### src/rtl/game_stats.sv
// Breakout lives / BCD score / phase tracker. Events are rising edges of level
// inputs, and each one takes effect on the clock after its edge cycle.
module game_stats #(
    parameter int INITIAL_LIVES  = 3,
    parameter int TOTAL_BLOCKS   = 208,
    parameter int RESPAWN_FRAMES = 60
) (
    input  logic        clk,
    input  logic        nRst,
    input  logic        frame_pulse,
    input  logic        start,
    input  logic        ball_lost,
    input  logic        block_hit,
    input  logic        stats_clear,
    output logic [2:0]  lives,
    output logic [11:0] score,
    output logic [2:0]  phase,
    output logic        respawn,
    output logic        stop_game
);
    typedef enum logic [2:0] {
        IDLE    = 3'd0,
        PLAYING = 3'd1,
        RESPAWN = 3'd2,
        OVER    = 3'd3,
        WON     = 3'd4
    } phase_e;

    localparam logic [2:0] LIVES_INIT  = 3'(INITIAL_LIVES);
    localparam logic [7:0] BLOCKS_INIT = 8'(TOTAL_BLOCKS);
    localparam logic [7:0] FRAMES_INIT = 8'(RESPAWN_FRAMES);

    phase_e      phase_q, phase_d;
    logic [2:0]  lives_q, lives_d;
    logic [11:0] score_q, score_d;
    logic [7:0]  blocks_q, blocks_d;
    logic [7:0]  frames_q, frames_d;
    logic        respawn_q, respawn_d;
    logic        start_prev_q, start_prev_d;
    logic        lost_prev_q, lost_prev_d;
    logic        hit_prev_q, hit_prev_d;
    logic        start_rise, lost_rise, hit_rise, level_done;

    // Saturating three-digit BCD increment.
    function automatic logic [11:0] bcd_inc(input logic [11:0] v);
        logic [11:0] r;
        r = v;
        if (v == 12'h999) begin
            r = v;
        end else if (v[3:0] != 4'd9) begin
            r[3:0] = v[3:0] + 4'd1;
        end else begin
            r[3:0] = 4'd0;
            if (v[7:4] != 4'd9) begin
                r[7:4] = v[7:4] + 4'd1;
            end else begin
                r[7:4]  = 4'd0;
                r[11:8] = v[11:8] + 4'd1;
            end
        end
        return r;
    endfunction

    assign start_rise = start & ~start_prev_q;
    assign lost_rise  = ball_lost & ~lost_prev_q;
    assign hit_rise   = block_hit & ~hit_prev_q;

    always_comb begin
        phase_d      = phase_q;
        lives_d      = lives_q;
        score_d      = score_q;
        blocks_d     = blocks_q;
        frames_d     = frames_q;
        respawn_d    = 1'b0;
        level_done   = 1'b0;
        start_prev_d = start;
        lost_prev_d  = ball_lost;
        hit_prev_d   = block_hit;
        if (stats_clear) begin
            phase_d  = IDLE;
            lives_d  = LIVES_INIT;
            score_d  = 12'h000;
            blocks_d = BLOCKS_INIT;
        end else begin
            case (phase_q)
                IDLE, OVER, WON: begin
                    if (start_rise) begin
                        phase_d  = PLAYING;
                        lives_d  = LIVES_INIT;
                        score_d  = 12'h000;
                        blocks_d = BLOCKS_INIT;
                    end
                end
                PLAYING: begin
                    if (hit_rise) begin
                        score_d  = bcd_inc(score_q);
                        blocks_d = blocks_q - 8'd1;
                        if (blocks_q == 8'd1) begin
                            phase_d    = WON;
                            level_done = 1'b1;
                        end
                    end
                    // Clearing the level on the same cycle outranks losing the ball.
                    if (lost_rise && !level_done) begin
                        if (lives_q <= 3'd1) begin
                            lives_d = 3'd0;
                            phase_d = OVER;
                        end else begin
                            lives_d  = lives_q - 3'd1;
                            phase_d  = RESPAWN;
                            frames_d = FRAMES_INIT;
                        end
                    end
                end
                RESPAWN: begin
                    if (frames_q == 8'd0) begin
                        if (!ball_lost) begin
                            phase_d   = PLAYING;
                            respawn_d = 1'b1;
                        end
                    end else if (frame_pulse) begin
                        frames_d = frames_q - 8'd1;
                    end
                end
                default: phase_d = IDLE;
            endcase
        end
    end

    // Edge history resets high so a level already asserted at release is not an event.
    always_ff @(posedge clk or negedge nRst) begin
        if (!nRst) begin
            phase_q      <= IDLE;
            lives_q      <= LIVES_INIT;
            score_q      <= 12'h000;
            blocks_q     <= BLOCKS_INIT;
            frames_q     <= 8'd0;
            respawn_q    <= 1'b0;
            start_prev_q <= 1'b1;
            lost_prev_q  <= 1'b1;
            hit_prev_q   <= 1'b1;
        end else begin
            phase_q      <= phase_d;
            lives_q      <= lives_d;
            score_q      <= score_d;
            blocks_q     <= blocks_d;
            frames_q     <= frames_d;
            respawn_q    <= respawn_d;
            start_prev_q <= start_prev_d;
            lost_prev_q  <= lost_prev_d;
            hit_prev_q   <= hit_prev_d;
        end
    end

    assign lives     = lives_q;
    assign score     = score_q;
    assign phase     = phase_q;
    assign respawn   = respawn_q;
    assign stop_game = (phase_q != PLAYING);

endmodule

### config.mk
export PLATFORM = sky130hd
export DESIGN_NAME = game_stats
export DESIGN_NICKNAME = d
export VERILOG_FILES = /design/src/rtl/game_stats.sv
export SDC_FILE = /design/constraint.sdc
export NUM_CORES = 1
export LEC_CHECK = 0
export ABC_AREA = 1
export CORE_AREA = 4 4 77 93
export DETAILED_ROUTE_END_ITERATION = 8
export DIE_AREA = 0 0 81 97
export PLACE_DENSITY = 0.7
export SETUP_SLACK_MARGIN = 0.4
export SYNTH_ARGS = -nofsm -noshare
export SYNTH_HDL_FRONTEND = slang
export SYNTH_SLANG_ARGS = --single-unit
### constraint.sdc
create_clock -name clk -period 3.14 [get_ports clk]
set_clock_uncertainty 0.2 [all_clocks]
set_input_delay 0.942 -clock clk [delete_from_list [all_inputs] [get_ports clk]]
set_output_delay 0.942 -clock clk [all_outputs]
set_load 0.01 [all_outputs]
==> flow_metrics.py <==
metrics = {
    "synth": {
        "synthFlopType": "dfrtp_1",
        "ys_async_sr_fraction_pct": 100,
        "synth.distinct_cells": 33,
        "yosysWarnings": 0,
        "syn-cell-area_um2": 2420,
        "synth_most_common_cell": "nand2_1",
        "yosys-top-cells-count": "75 x nand2_1, 36 x inv_1, 30 x dfrtp_1, 30 x nor2_1, 25 x nand3_1",
        "netlist.area_leader.share_pct": 31.0,
        "ys_seq_area_share_pct": 39.7,
        "ys_seq_elements": 38,
        "synth_cells": 315,
        "avgSynthCellArea_um2": 7.69,
        "synth.top_cells.by_area": "dfrtp_1 31%, nand2_1 12%, dfstp_2 8.7%, ha_1 6.2%, inv_1 5.6%",
        "synth-edff-count": 0,
        "synthesis.nets": 334,
        "yosysTopAreaCell": "dfrtp_1",
    },
    "timing": {
        "rsz0062_at_grt": "no",
        "setup_tns_ns": 0,
        "setup_viol": 0,
        "worst_pin_slew_ns": 0.867,
        "relSlewSlack_pct": 42.2,
        "maxSlewViolCount": 0,
        "fin_crit_sh_pct": 81.5,
        "hold_viol_final": 0,
        "fmax_ghz": 0.391,
        "period_minus_slack_ns": 2.56,
    },
    "clock_tree": {
        "cts_buffers": 5,
        "clk_path_buf_depth": 2,
        "clk_latency_ns": 0.29,
        "path_clk_slew_ns": 0.07,
        "post_cts_buffers": 0,
        "ctsHoldBuffers": 0,
        "cts-root-buf": "clkbuf_8",
        "cts_tree": "yes",
        "cts_sinks": 38,
        "h-tree-depth": 2,
    },
    "critical_path": {
        "cp-start-kind": "input port",
        "critical_path_required_ns": 3.12,
        "cpMostUsedCell": "nand2_1",
        "crit_chain": "clkdlybuf4s50_1, inv_1, nor2_1, nor2_1, nand2_1, nand2_1, nor2_8, nand3_2, nand2_1, o21ai_1",
        "criticalPathCategory": "input port to flip-flop",
        "slowest_stage": "clkdlybuf4s50_1",
        "endpoint_kind": "flip-flop",
        "path_max_fanout": 19,
        "max_stage_delay_ns": 0.48,
        "worstPathArrival_ns": 2.54,
    },
    "routing": {
        "vias_per_cell": 4.88,
        "drc": 0,
        "wirelength_um": 5160,
        "drt-initial-drc-count": 112,
        "post_drt_wl_per_cell_um": 12.0,
        "ant_nets": 0,
        "firstDrtPassIters": 4,
        "vias": 2104,
    },
    "floorplanning": {
        "chipHeight_um": 97,
        "io_pins": 27,
        "initial_utilization_pct": 38.3,
        "dieArea_um2": 7860,
        "row_count": 32,
        "die-width_um": 81,
        "floorplan.core_area_um2": 6330,
    },
    "outcome": {
        "status": "complete, no violations",
    },
    "grt": {
        "grt_usage_pct": 13.9,
        "grt_overflow": 0,
        "first_global_vias": 2024,
        "antenna_found_initial": 0,
        "grt_max_degree": 39,
        "grt_pass1_wl_um": 8890,
    },
    "power": {
        "vdd_ir_drop_max_v": 0.000398,
        "power_w": 0.00226,
        "p_leak_nw": 1.33,
        "power.density_nw_per_um2": 792,
    },
    "flow_run": {
        "cap_violations": 0,
    },
    "hold_path": {
        "hp-class": "flip-flop to flip-flop",
    },
    "placement": {
        "io_buffers": 26,
        "dp_hpwl_um": 3830,
        "gp_congestion": 0.840,
    },
    "layout": {
        "drive_gt1_share_pct": 13.0,
        "syn2layout_area_growth_pct": 17.7,
        "fin_nets": 364,
        "diodes": 0,
    },
}
registers in the layout, summed over array words and instances (netlist names):
signal	flops
respawn	1
frames_q	8
lost_prev_q	1
lives	3
score	12
start_prev_q	1
blocks_q	8
hit_prev_q	1
phase	3
layout make-up:
| type | count | area, um2 |
|---|---|---|
| clock buffer | 6 | 72.6 |
| clock inverter | 2 | 10.0 |
| fill | 668 | 3480 |
| inverter | 38 | 143 |
| multi-input combinational | 233 | 1280 |
| sequential | 38 | 961 |
| tap | 85 | 106 |
| timing repair buffer | 29 | 279 |
worst paths after layout:
kind	start	to	slack, ns	cells after the start
max	block_hit	score[9]	0.58	10
max in group asynchronous	nRst	phase[1]	1.64	1
max reg2reg	lives[1]	frames_q[0]	1.00	9
min reg2reg	lives[1]	lives[1]	0.29	2
min in group asynchronous	nRst	score[7]	0.56	1
min	lives[1]	lives[1]	0.29	2
metrics by stage:
stage	instances	instance area [um2]	util [%]	hold slack, ns	worst slack (ns)
floorplan	315	2420	-	0.272	1.02
detailed placement	423	2760	43.7	0.288	0.219
finish	431	2850	45.1	0.293	0.581
global placement	423	2760	43.7	0.277	0.309
global route	431	2850	45.1	0.317	0.434
CTS	431	2850	45.0	0.299	0.530
critical path, delay by kind of cell:
family	cells	cell delay, ns
AOI/OAI and AO/OA	1	0.06
buffers and inverters	2	0.52
and+or+nand+nor	7	1.00
repair_timing:
action / 4_1_cts / 5_1_grt
endpoints found under the hold margin: 0 / 0
gates resized for setup: 2 / 1
endpoints found under the setup margin: 1 / 6
pin swaps: 0 / 0
metal layers:
layer | track usage, % | part of all wire (%) | up-vias
li1 | - | - | 1080
met1 | 16.5 | 43 | 984
met2 | 24.6 | 52 | 34
met3 | 2.98 | 4.1 | 6
met4 | 3.90 | 1.3 | 0
met5 | 0 | 0 | -
power breakdown:
| group | leakage [nW] | switching (W) | internal, W | total, W |
|---|---|---|---|---|
| logic | 0.795 | 0.000687 | 0.000436 | 0.00112 |
| clock network | 0.0450 | 0.000174 | 0.000154 | 0.000328 |
| registers | 0.487 | 0.000159 | 0.000647 | 0.000807 |
logic make-up after synthesis:
group | count (synthesis) | share of synthesized area (%)
xor gates and xnor gates | 8 | 2.89
DFF | 38 | 39.7
AOI/OAI and AO/OA | 51 | 12.2
buffers and inverters | 44 | 7.70
adders and majority gates | 12 | 6.20
and+or+nand+nor | 162 | 31.3
cells in the final DEF (no fill, tap or decap), types with 4 or more instances in the layout:
cell type,count
o21ai_0,8
dfstp_2,8
ha_1,12
clkdlybuf4s50_1,23
nor2_1,30
o21ai_1,23
nand2_1,75
clkbuf_8,5
xor2_1,6
nand4_1,6
inv_1,36
dfrtp_1,30
o21ai_2,9
nor2_2,4
nand3_1,25
a21oi_1,8
nor3_1,5
Power figures use the tool's default switching activity.
